==> src/rtl/wasca_trace_ctrl_pkg.sv <==
// Shared definitions for the trace capture controller:
// capture states, CSR word addresses and CTRL bit positions.
package wasca_trace_ctrl_pkg;

   typedef enum logic [1:0] {
      ST_IDLE  = 2'd0,
      ST_ARMED = 2'd1,
      ST_POST  = 2'd2,
      ST_DONE  = 2'd3
   } state_t;

   localparam logic [1:0] CSR_CTRL = 2'd0;
   localparam logic [1:0] CSR_WPTR = 2'd1;
   localparam logic [1:0] CSR_TRIG = 2'd2;
   localparam logic [1:0] CSR_POST = 2'd3;

   localparam int CTRL_ARM   = 0;
   localparam int CTRL_ABORT = 1;

endpackage

==> src/rtl/wasca_trace_ctrl_if.sv <==
// Host readback slave port plus external trace RAM master port.
// slave = controller side, master = host/RAM side.
interface wasca_trace_ctrl_if #(
   parameter int ADDR_W = 9,
   parameter int DATA_W = 64
);
   logic [ADDR_W-1:0]   host_address;
   logic                host_read;
   logic                host_waitrequest;
   logic [DATA_W-1:0]   host_readdata;
   logic                host_readdatavalid;

   logic [ADDR_W-1:0]   mem_address;
   logic                mem_chipselect;
   logic                mem_write;
   logic [DATA_W/8-1:0] mem_byteenable;
   logic [DATA_W-1:0]   mem_writedata;
   logic [DATA_W-1:0]   mem_readdata;

   modport slave (
      input  host_address, host_read, mem_readdata,
      output host_waitrequest, host_readdata,
      output host_readdatavalid,
      output mem_address, mem_chipselect, mem_write,
      output mem_byteenable, mem_writedata
   );

   modport master (
      output host_address, host_read, mem_readdata,
      input  host_waitrequest, host_readdata,
      input  host_readdatavalid,
      input  mem_address, mem_chipselect, mem_write,
      input  mem_byteenable, mem_writedata
   );
endinterface

==> src/rtl/wasca_trace_ctrl.sv <==
// Trace capture controller: writes trace entries into an external
// circular RAM around a trigger, with CSR control and host readback.
module wasca_trace_ctrl
   import wasca_trace_ctrl_pkg::*;
#(
   parameter int ADDR_W       = 9,
   parameter int DATA_W       = 64,
   parameter int POST_DEFAULT = 256
) (
   input  logic              clk,
   input  logic              reset,
   input  logic              trace_valid,
   input  logic [DATA_W-1:0] trace_data,
   input  logic              trace_trig,
   input  logic [1:0]        csr_address,
   input  logic              csr_read,
   input  logic              csr_write,
   input  logic [31:0]       csr_writedata,
   output logic [31:0]       csr_readdata,
   wasca_trace_ctrl_if.slave bus
);

   localparam logic [ADDR_W:0] CNT_ONE = (ADDR_W+1)'(1);
   localparam logic [ADDR_W:0] CNT_RST = (ADDR_W+1)'(POST_DEFAULT);

   state_t            state, state_nx;
   logic [ADDR_W-1:0] wptr, wptr_nx;
   logic [ADDR_W-1:0] trig_addr, trig_addr_nx;
   logic [ADDR_W:0]   remain, remain_nx;
   logic [ADDR_W:0]   post_cnt, post_cnt_nx;
   logic              wrapped, wrapped_nx;
   logic              triggered, triggered_nx;
   logic              rd_pend;
   logic              capture, accept;
   logic              ctrl_wr, arm, abort;
   logic              unused_wdata;

   assign unused_wdata = ^csr_writedata[31:ADDR_W+1];

   // Gating by reset keeps the RAM and host ports quiet in the reset cycle.
   assign capture = !reset && trace_valid &&
                    (state == ST_ARMED || state == ST_POST);
   assign accept  = !reset && bus.host_read && !capture;

   assign ctrl_wr = csr_write && (csr_address == CSR_CTRL);
   assign arm     = ctrl_wr && csr_writedata[CTRL_ARM];
   assign abort   = ctrl_wr && csr_writedata[CTRL_ABORT];

   always_comb begin
      state_nx     = state;
      wptr_nx      = wptr;
      trig_addr_nx = trig_addr;
      remain_nx    = remain;
      post_cnt_nx  = post_cnt;
      wrapped_nx   = wrapped;
      triggered_nx = triggered;
      if (capture) begin
         wptr_nx = wptr + 1'b1;
         if (&wptr)
            wrapped_nx = 1'b1;
         if (state == ST_ARMED && trace_trig) begin
            trig_addr_nx = wptr;
            triggered_nx = 1'b1;
            remain_nx    = post_cnt;
            state_nx     = (post_cnt == '0) ? ST_DONE : ST_POST;
         end else if (state == ST_POST) begin
            remain_nx = remain - CNT_ONE;
            if (remain == CNT_ONE)
               state_nx = ST_DONE;
         end
      end
      if (csr_write && csr_address == CSR_POST)
         post_cnt_nx = csr_writedata[ADDR_W:0];
      // Abort wins over arm; both override the capture bookkeeping.
      if (abort) begin
         state_nx = ST_IDLE;
      end else if (arm) begin
         wptr_nx      = '0;
         trig_addr_nx = '0;
         wrapped_nx   = 1'b0;
         triggered_nx = 1'b0;
         state_nx     = ST_ARMED;
      end
   end

   always_ff @(posedge clk) begin
      if (reset) begin
         state     <= ST_IDLE;
         wptr      <= '0;
         trig_addr <= '0;
         remain    <= '0;
         post_cnt  <= CNT_RST;
         wrapped   <= 1'b0;
         triggered <= 1'b0;
      end else begin
         state     <= state_nx;
         wptr      <= wptr_nx;
         trig_addr <= trig_addr_nx;
         remain    <= remain_nx;
         post_cnt  <= post_cnt_nx;
         wrapped   <= wrapped_nx;
         triggered <= triggered_nx;
      end
   end

   always_ff @(posedge clk) begin
      if (reset) begin
         rd_pend      <= 1'b0;
         csr_readdata <= '0;
      end else begin
         rd_pend <= accept;
         if (csr_read) begin
            unique case (csr_address)
               CSR_CTRL: csr_readdata <= {28'b0, wrapped, triggered, state};
               CSR_WPTR: csr_readdata <= 32'(wptr);
               CSR_TRIG: csr_readdata <= 32'(trig_addr);
               CSR_POST: csr_readdata <= 32'(post_cnt);
            endcase
         end
      end
   end

   assign bus.host_waitrequest   = bus.host_read && capture;
   assign bus.host_readdata      = bus.mem_readdata;
   assign bus.host_readdatavalid = rd_pend && !reset;

   assign bus.mem_chipselect = capture || accept;
   assign bus.mem_write      = capture;
   assign bus.mem_address    = capture ? wptr : bus.host_address;
   assign bus.mem_byteenable = capture ? '1 : '0;
   assign bus.mem_writedata  = trace_data;

endmodule

==> src/flat_wrapper.sv <==
// flat-port wrapper written by rule: the top's interface ports become plain ports
module wasca_trace_ctrl_flat import wasca_trace_ctrl_pkg::*;
#(
   parameter int ADDR_W       = 9,
   parameter int DATA_W       = 64,
   parameter int POST_DEFAULT = 256
)
  (clk, reset, trace_valid, trace_data, trace_trig, csr_address, csr_read, csr_write, csr_writedata, csr_readdata, bus_host_address, bus_host_read, bus_mem_readdata, bus_host_waitrequest, bus_host_readdata, bus_host_readdatavalid, bus_mem_address, bus_mem_chipselect, bus_mem_write, bus_mem_byteenable, bus_mem_writedata);
  wasca_trace_ctrl_if #(.ADDR_W(ADDR_W), .DATA_W(DATA_W)) bus_i ();
  input  logic clk;
  input  logic reset;
  input  logic trace_valid;
  input  logic [DATA_W-1:0] trace_data;
  input  logic trace_trig;
  input  logic [1:0] csr_address;
  input  logic csr_read;
  input  logic csr_write;
  input  logic [31:0] csr_writedata;
  output logic [31:0] csr_readdata;
  input wire logic [$bits(bus_i.host_address)-1:0] bus_host_address;
  input wire logic [$bits(bus_i.host_read)-1:0] bus_host_read;
  input wire logic [$bits(bus_i.mem_readdata)-1:0] bus_mem_readdata;
  output wire logic [$bits(bus_i.host_waitrequest)-1:0] bus_host_waitrequest;
  output wire logic [$bits(bus_i.host_readdata)-1:0] bus_host_readdata;
  output wire logic [$bits(bus_i.host_readdatavalid)-1:0] bus_host_readdatavalid;
  output wire logic [$bits(bus_i.mem_address)-1:0] bus_mem_address;
  output wire logic [$bits(bus_i.mem_chipselect)-1:0] bus_mem_chipselect;
  output wire logic [$bits(bus_i.mem_write)-1:0] bus_mem_write;
  output wire logic [$bits(bus_i.mem_byteenable)-1:0] bus_mem_byteenable;
  output wire logic [$bits(bus_i.mem_writedata)-1:0] bus_mem_writedata;
  assign bus_i.host_address = bus_host_address;
  assign bus_i.host_read = bus_host_read;
  assign bus_i.mem_readdata = bus_mem_readdata;
  assign bus_host_waitrequest = bus_i.host_waitrequest;
  assign bus_host_readdata = bus_i.host_readdata;
  assign bus_host_readdatavalid = bus_i.host_readdatavalid;
  assign bus_mem_address = bus_i.mem_address;
  assign bus_mem_chipselect = bus_i.mem_chipselect;
  assign bus_mem_write = bus_i.mem_write;
  assign bus_mem_byteenable = bus_i.mem_byteenable;
  assign bus_mem_writedata = bus_i.mem_writedata;
  wasca_trace_ctrl #(.ADDR_W(ADDR_W), .DATA_W(DATA_W), .POST_DEFAULT(POST_DEFAULT)) u_core (.clk(clk), .reset(reset), .trace_valid(trace_valid), .trace_data(trace_data), .trace_trig(trace_trig), .csr_address(csr_address), .csr_read(csr_read), .csr_write(csr_write), .csr_writedata(csr_writedata), .csr_readdata(csr_readdata), .bus(bus_i));
endmodule
==> config.mk <==
export PLATFORM = sky130hd
export DESIGN_NAME = wasca_trace_ctrl_flat
export DESIGN_NICKNAME = d
export VERILOG_FILES = /design/src/rtl/wasca_trace_ctrl_pkg.sv /design/src/rtl/wasca_trace_ctrl_if.sv /design/src/rtl/wasca_trace_ctrl.sv /design/src/flat_wrapper.sv
export SDC_FILE = /design/constraint.sdc
export NUM_CORES = 1
export LEC_CHECK = 0
export ABC_AREA = 1
export ABC_CLOCK_PERIOD_IN_PS = 1950
export BUFFER_PORTS_ARGS = -buffer_cell sky130_fd_sc_hd__clkbuf_2
export CORE_AREA = 4 4 137 139
export CTS_BUF_LIST = sky130_fd_sc_hd__clkbuf_2
export DETAILED_ROUTE_END_ITERATION = 8
export DIE_AREA = 0 0 141 143
export PLACE_DENSITY = 0.63
export SLEW_MARGIN = 20
export SYNTH_ARGS = -nofsm -noshare
export SYNTH_HDL_FRONTEND = slang
export SYNTH_SLANG_ARGS = --single-unit
==> constraint.sdc <==
create_clock -name clk -period 1.95 [get_ports clk]
set_input_delay 0.0975 -clock clk [delete_from_list [all_inputs] [get_ports clk]]
set_output_delay 0.0975 -clock clk [all_outputs]
set_load 0.005 [all_outputs]
==> results.json <==
{
  "reg2reg_from": "u_core.state[0]",
  "p_clk_share_pct": 24.9,
  "layout-drive-gt1-share_pct": 22.0,
  "ys_seq_area_share_pct": 26.8,
  "cpPeakStageDelay_ns": 0.41,
  "die_y_microns": 143,
  "instances_no_fill": 729,
  "slew_headroom_pct": 65.9,
  "ir_drop_mv": 0.206,
  "criticalPathCategory": "reg2out",
  "dr_total_vias": 3039,
  "routedWlPerCell_microns": 13.4,
  "routed_wl_microns": 9770,
  "worstPathCellList": "inv_2 > ha_4 > inv_2 > nand3_4 > clkinv_4 > buf_6 > o21a_1 > buf_2",
  "postSynth.asyncResetShare_pct": 0,
  "rows": 49,
  "holdPathEnd": "u_core.state[0]",
  "tightest_slew_ns": 0.512,
  "critical_path_buf_inv_count": 5,
  "synth_common_cells": "buf_4 (159), nand2_1 (75), dfxtp_1 (53), inv_1 (47), nor2_1 (46)",
  "leakage_nw": 1.60,
  "yosysMostFrequentCell": "buf_4",
  "r2r_slack_ns": 0.13,
  "fin_area_sq_mm": 0.00368,
  "drt_iter0_markers": 121,
  "hp-start": "csr_write",
  "yosys-top-cells-area": "buf_4 (30%), dfxtp_1 (27%), nand2_1 (7.1%)",
  "nets": 683,
  "power.switching_mw": 0.506,
  "p_total_mw": 1.81,
  "die_width_microns": 141,
  "crit_cells": 8,
  "syn_area_sq_mm": 0.00396,
  "initial_core_util_pct": 22.4,
  "cts_made_buffers": 5,
  "fin_crit_ns": 1.88,
  "grt_pass1_wl_microns": 15500,
  "fmax_mhz": 533,
  "dpl_cell_area_sq_mm": 0.00340,
  "clk_pin_slew_worst_paths_ns": 0.29,
  "grt_pass1_vias": 2925,
  "avgSynthCellArea_sq_um": 7.15,
  "critPathMaxFanout": 5,
  "synth_edf_count": 0,
  "p_int_mw": 1.31,
  "n_antenna_cell": 0,
  "rsz0062_at_grt": "true",
  "required_ns": 1.85,
  "place.gp.congestion": 0.806,
  "ys_ff_latch": 53,
  "cts_root_buf": "clkbuf_2",
  "die_area_sq_mm": 0.0202,
  "period_share_pct": 96.2,
  "switching_share_pct": 27.9,
  "clock_sinks": 53,
  "cpMaxStageDelayCell": "dfxtp_2",
  "drv_cap": 0,
  "hold_viol_final": 0,
  "cpMostUsedCell": "inv_2",
  "synth_ff_type": "dfxtp_1",
  "setup.worst_path.start_class": "register",
  "drc": 0,
  "min_path_cells": 5,
  "drv_slew": 0,
  "path_delay_family": "buffers and inverters",
  "ys.warnings.count": 0,
  "r2r_end": "u_core.state[0]",
  "cellPowerDensity_mw_per_mm2": 492,
  "holdCritPathClass": "in2reg",
  "cts.path.max_buffers": 2,
  "grt_max_degree": 25,
  "portBuffers": 58,
  "viasPerCell": 4.17,
  "cp-end-kind": "output pin",
  "h-tree-depth": 2,
  "reg2reg_depth": 13,
  "antenna_found_initial": 0,
  "first_pass_iters": 4,
  "core_sq_mm": 0.0177,
  "setup_tns_ns": 0,
  "status": "finished, final reports clean",
  "combPwrFrac_pct": 13.2,
  "ys_types": 36,
  "syn-instance-count": 554,
  "p_seq_share_pct": 61.9,
  "setup_viol": 0,
  "pin_count": 359,
  "synth_top_area_share_pct": 30.2,
  "cts_tree": "yes",
  "detail-route-antenna-nets": 0,
  "hpwl_microns": 7740,
  "clock_latency_ns": 0.46,
  "track_usage_pct": 9.46,
  "overflow": 0,
  "arrival_ns": 1.78,
  "finClkSkew_ns": 0.0451,
  "fin_util_pct": 20.8,
  "syn2layout_area_growth_pct": -7.02,
  "synth.largest_area_cell": "buf_4",
  "dp_cells": 699
}
[per-stage QoR]
stage | setup WS, ns | hold slack, ns
2_1_floorplan | 0.426 | 0.252
3_3_place_gp | 0.236 | 0.195
3_5_place_dp | 0.215 | 0.195
4_1_cts | 0.00488 | 0.00903
5_1_grt | -0.0298 | 0.0229
6_report | 0.0739 | 0.0247
[power by group through the flow]
| stage | Clock, mW | Combinational (mW) | Sequential [mW] |
|---|---|---|---|
| 2_1_floorplan | 0 | 0.368 | 1.14 |
| 3_3_place_gp | 0 | 0.215 | 1.14 |
| 3_5_place_dp | 0 | 0.215 | 1.14 |
| 4_1_cts | 0.464 | 0.242 | 1.12 |
| 5_1_grt | 0.507 | 0.276 | 1.13 |
| 6_report | 0.451 | 0.240 | 1.12 |
[worst min-delay path: cells and delay by family]
kind	cells	cell delay, ns
buf+inv	2	0.15
simple gates	3	0.25
[area by class of cell]
type	count	area (sq um)
Timing Repair Buffer	91	587
Fill cell	2014	14000
Tap cell	229	287
Clock buffer	7	35.0
Multi-Input combinational cell	297	1500
Sequential cell	53	1060
Inverter	51	201
Clock inverter	1	7.51
[flip-flops by register name, summed over array words and instances (netlist names)]
name / flops
u_core.trig_addr: 9
u_core.triggered: 1
u_core.remain: 10
u_core.rd_pend: 1
u_core.wptr: 9
u_core.csr_readdata: 10
u_core.post_cnt: 10
u_core.state: 2
u_core.wrapped: 1
[metal layers]
| layer | global-route usage, % | routed length [microns] | vias up |
|---|---|---|---|
| li1 | - | - | 1482 |
| met1 | 10.1 | 3560 | 1383 |
| met2 | 16.4 | 4650 | 120 |
| met3 | 2.91 | 914 | 54 |
| met4 | 5.92 | 641 | 0 |
| met5 | 0 | 0 | - |
[placed cells by master, fill, tap and decap left out, types with 6 or more instances in the layout]
cell	count
nand2_1	74
o221ai_1	6
a21oi_1	44
o21ai_0	25
buf_4	18
o21ai_1	12
nor2_1	46
dlygate4sd3_1	13
dfxtp_1	51
clkbuf_2	63
nand3_1	32
conb_1	22
inv_1	45
[cell families (layout without fill, tap and decap cells)]
| group | count (synthesis) | after routing | share of synthesized area [%] |
|---|---|---|---|
| flops | 53 | 53 | 26.8 |
| buf+inv | 225 | 150 | 37.8 |
| compound gates | 102 | 102 | 14.8 |
| other cells | 1 | 22 | 0.0947 |
| simple gates | 167 | 167 | 18.6 |
| fa+ha+maj | 6 | 6 | 1.90 |
[timing repair]
| item | in CTS | in global routing |
|---|---|---|
| hold buffers | 13 | 0 |
| resized for setup | 13 | 8 |
| gates cloned | 0 | 0 |
| endpoints found under the setup margin | 18 | 19 |
| pin swaps | 1 | 1 |
| hold endpoints to repair | 13 | 0 |
| buffers inserted | 7 | 2 |
[worst max-delay path by stage]
stage	startpoint	endpoint	slack, ns
2_1_floorplan	u_core.state[0]	u_core.trig_addr[1]	0.43
3_3_place_gp	u_core.state[0]	u_core.state[0]	0.24
3_5_place_dp	u_core.state[0]	u_core.state[0]	0.22
4_1_cts	u_core.state[0]	bus_mem_address[4]	0.005
5_1_grt	u_core.state[0]	bus_mem_address[0]	-0.03
6_report	u_core.state[0]	bus_mem_address[0]	0.07
Power figures use the tool's default switching activity.
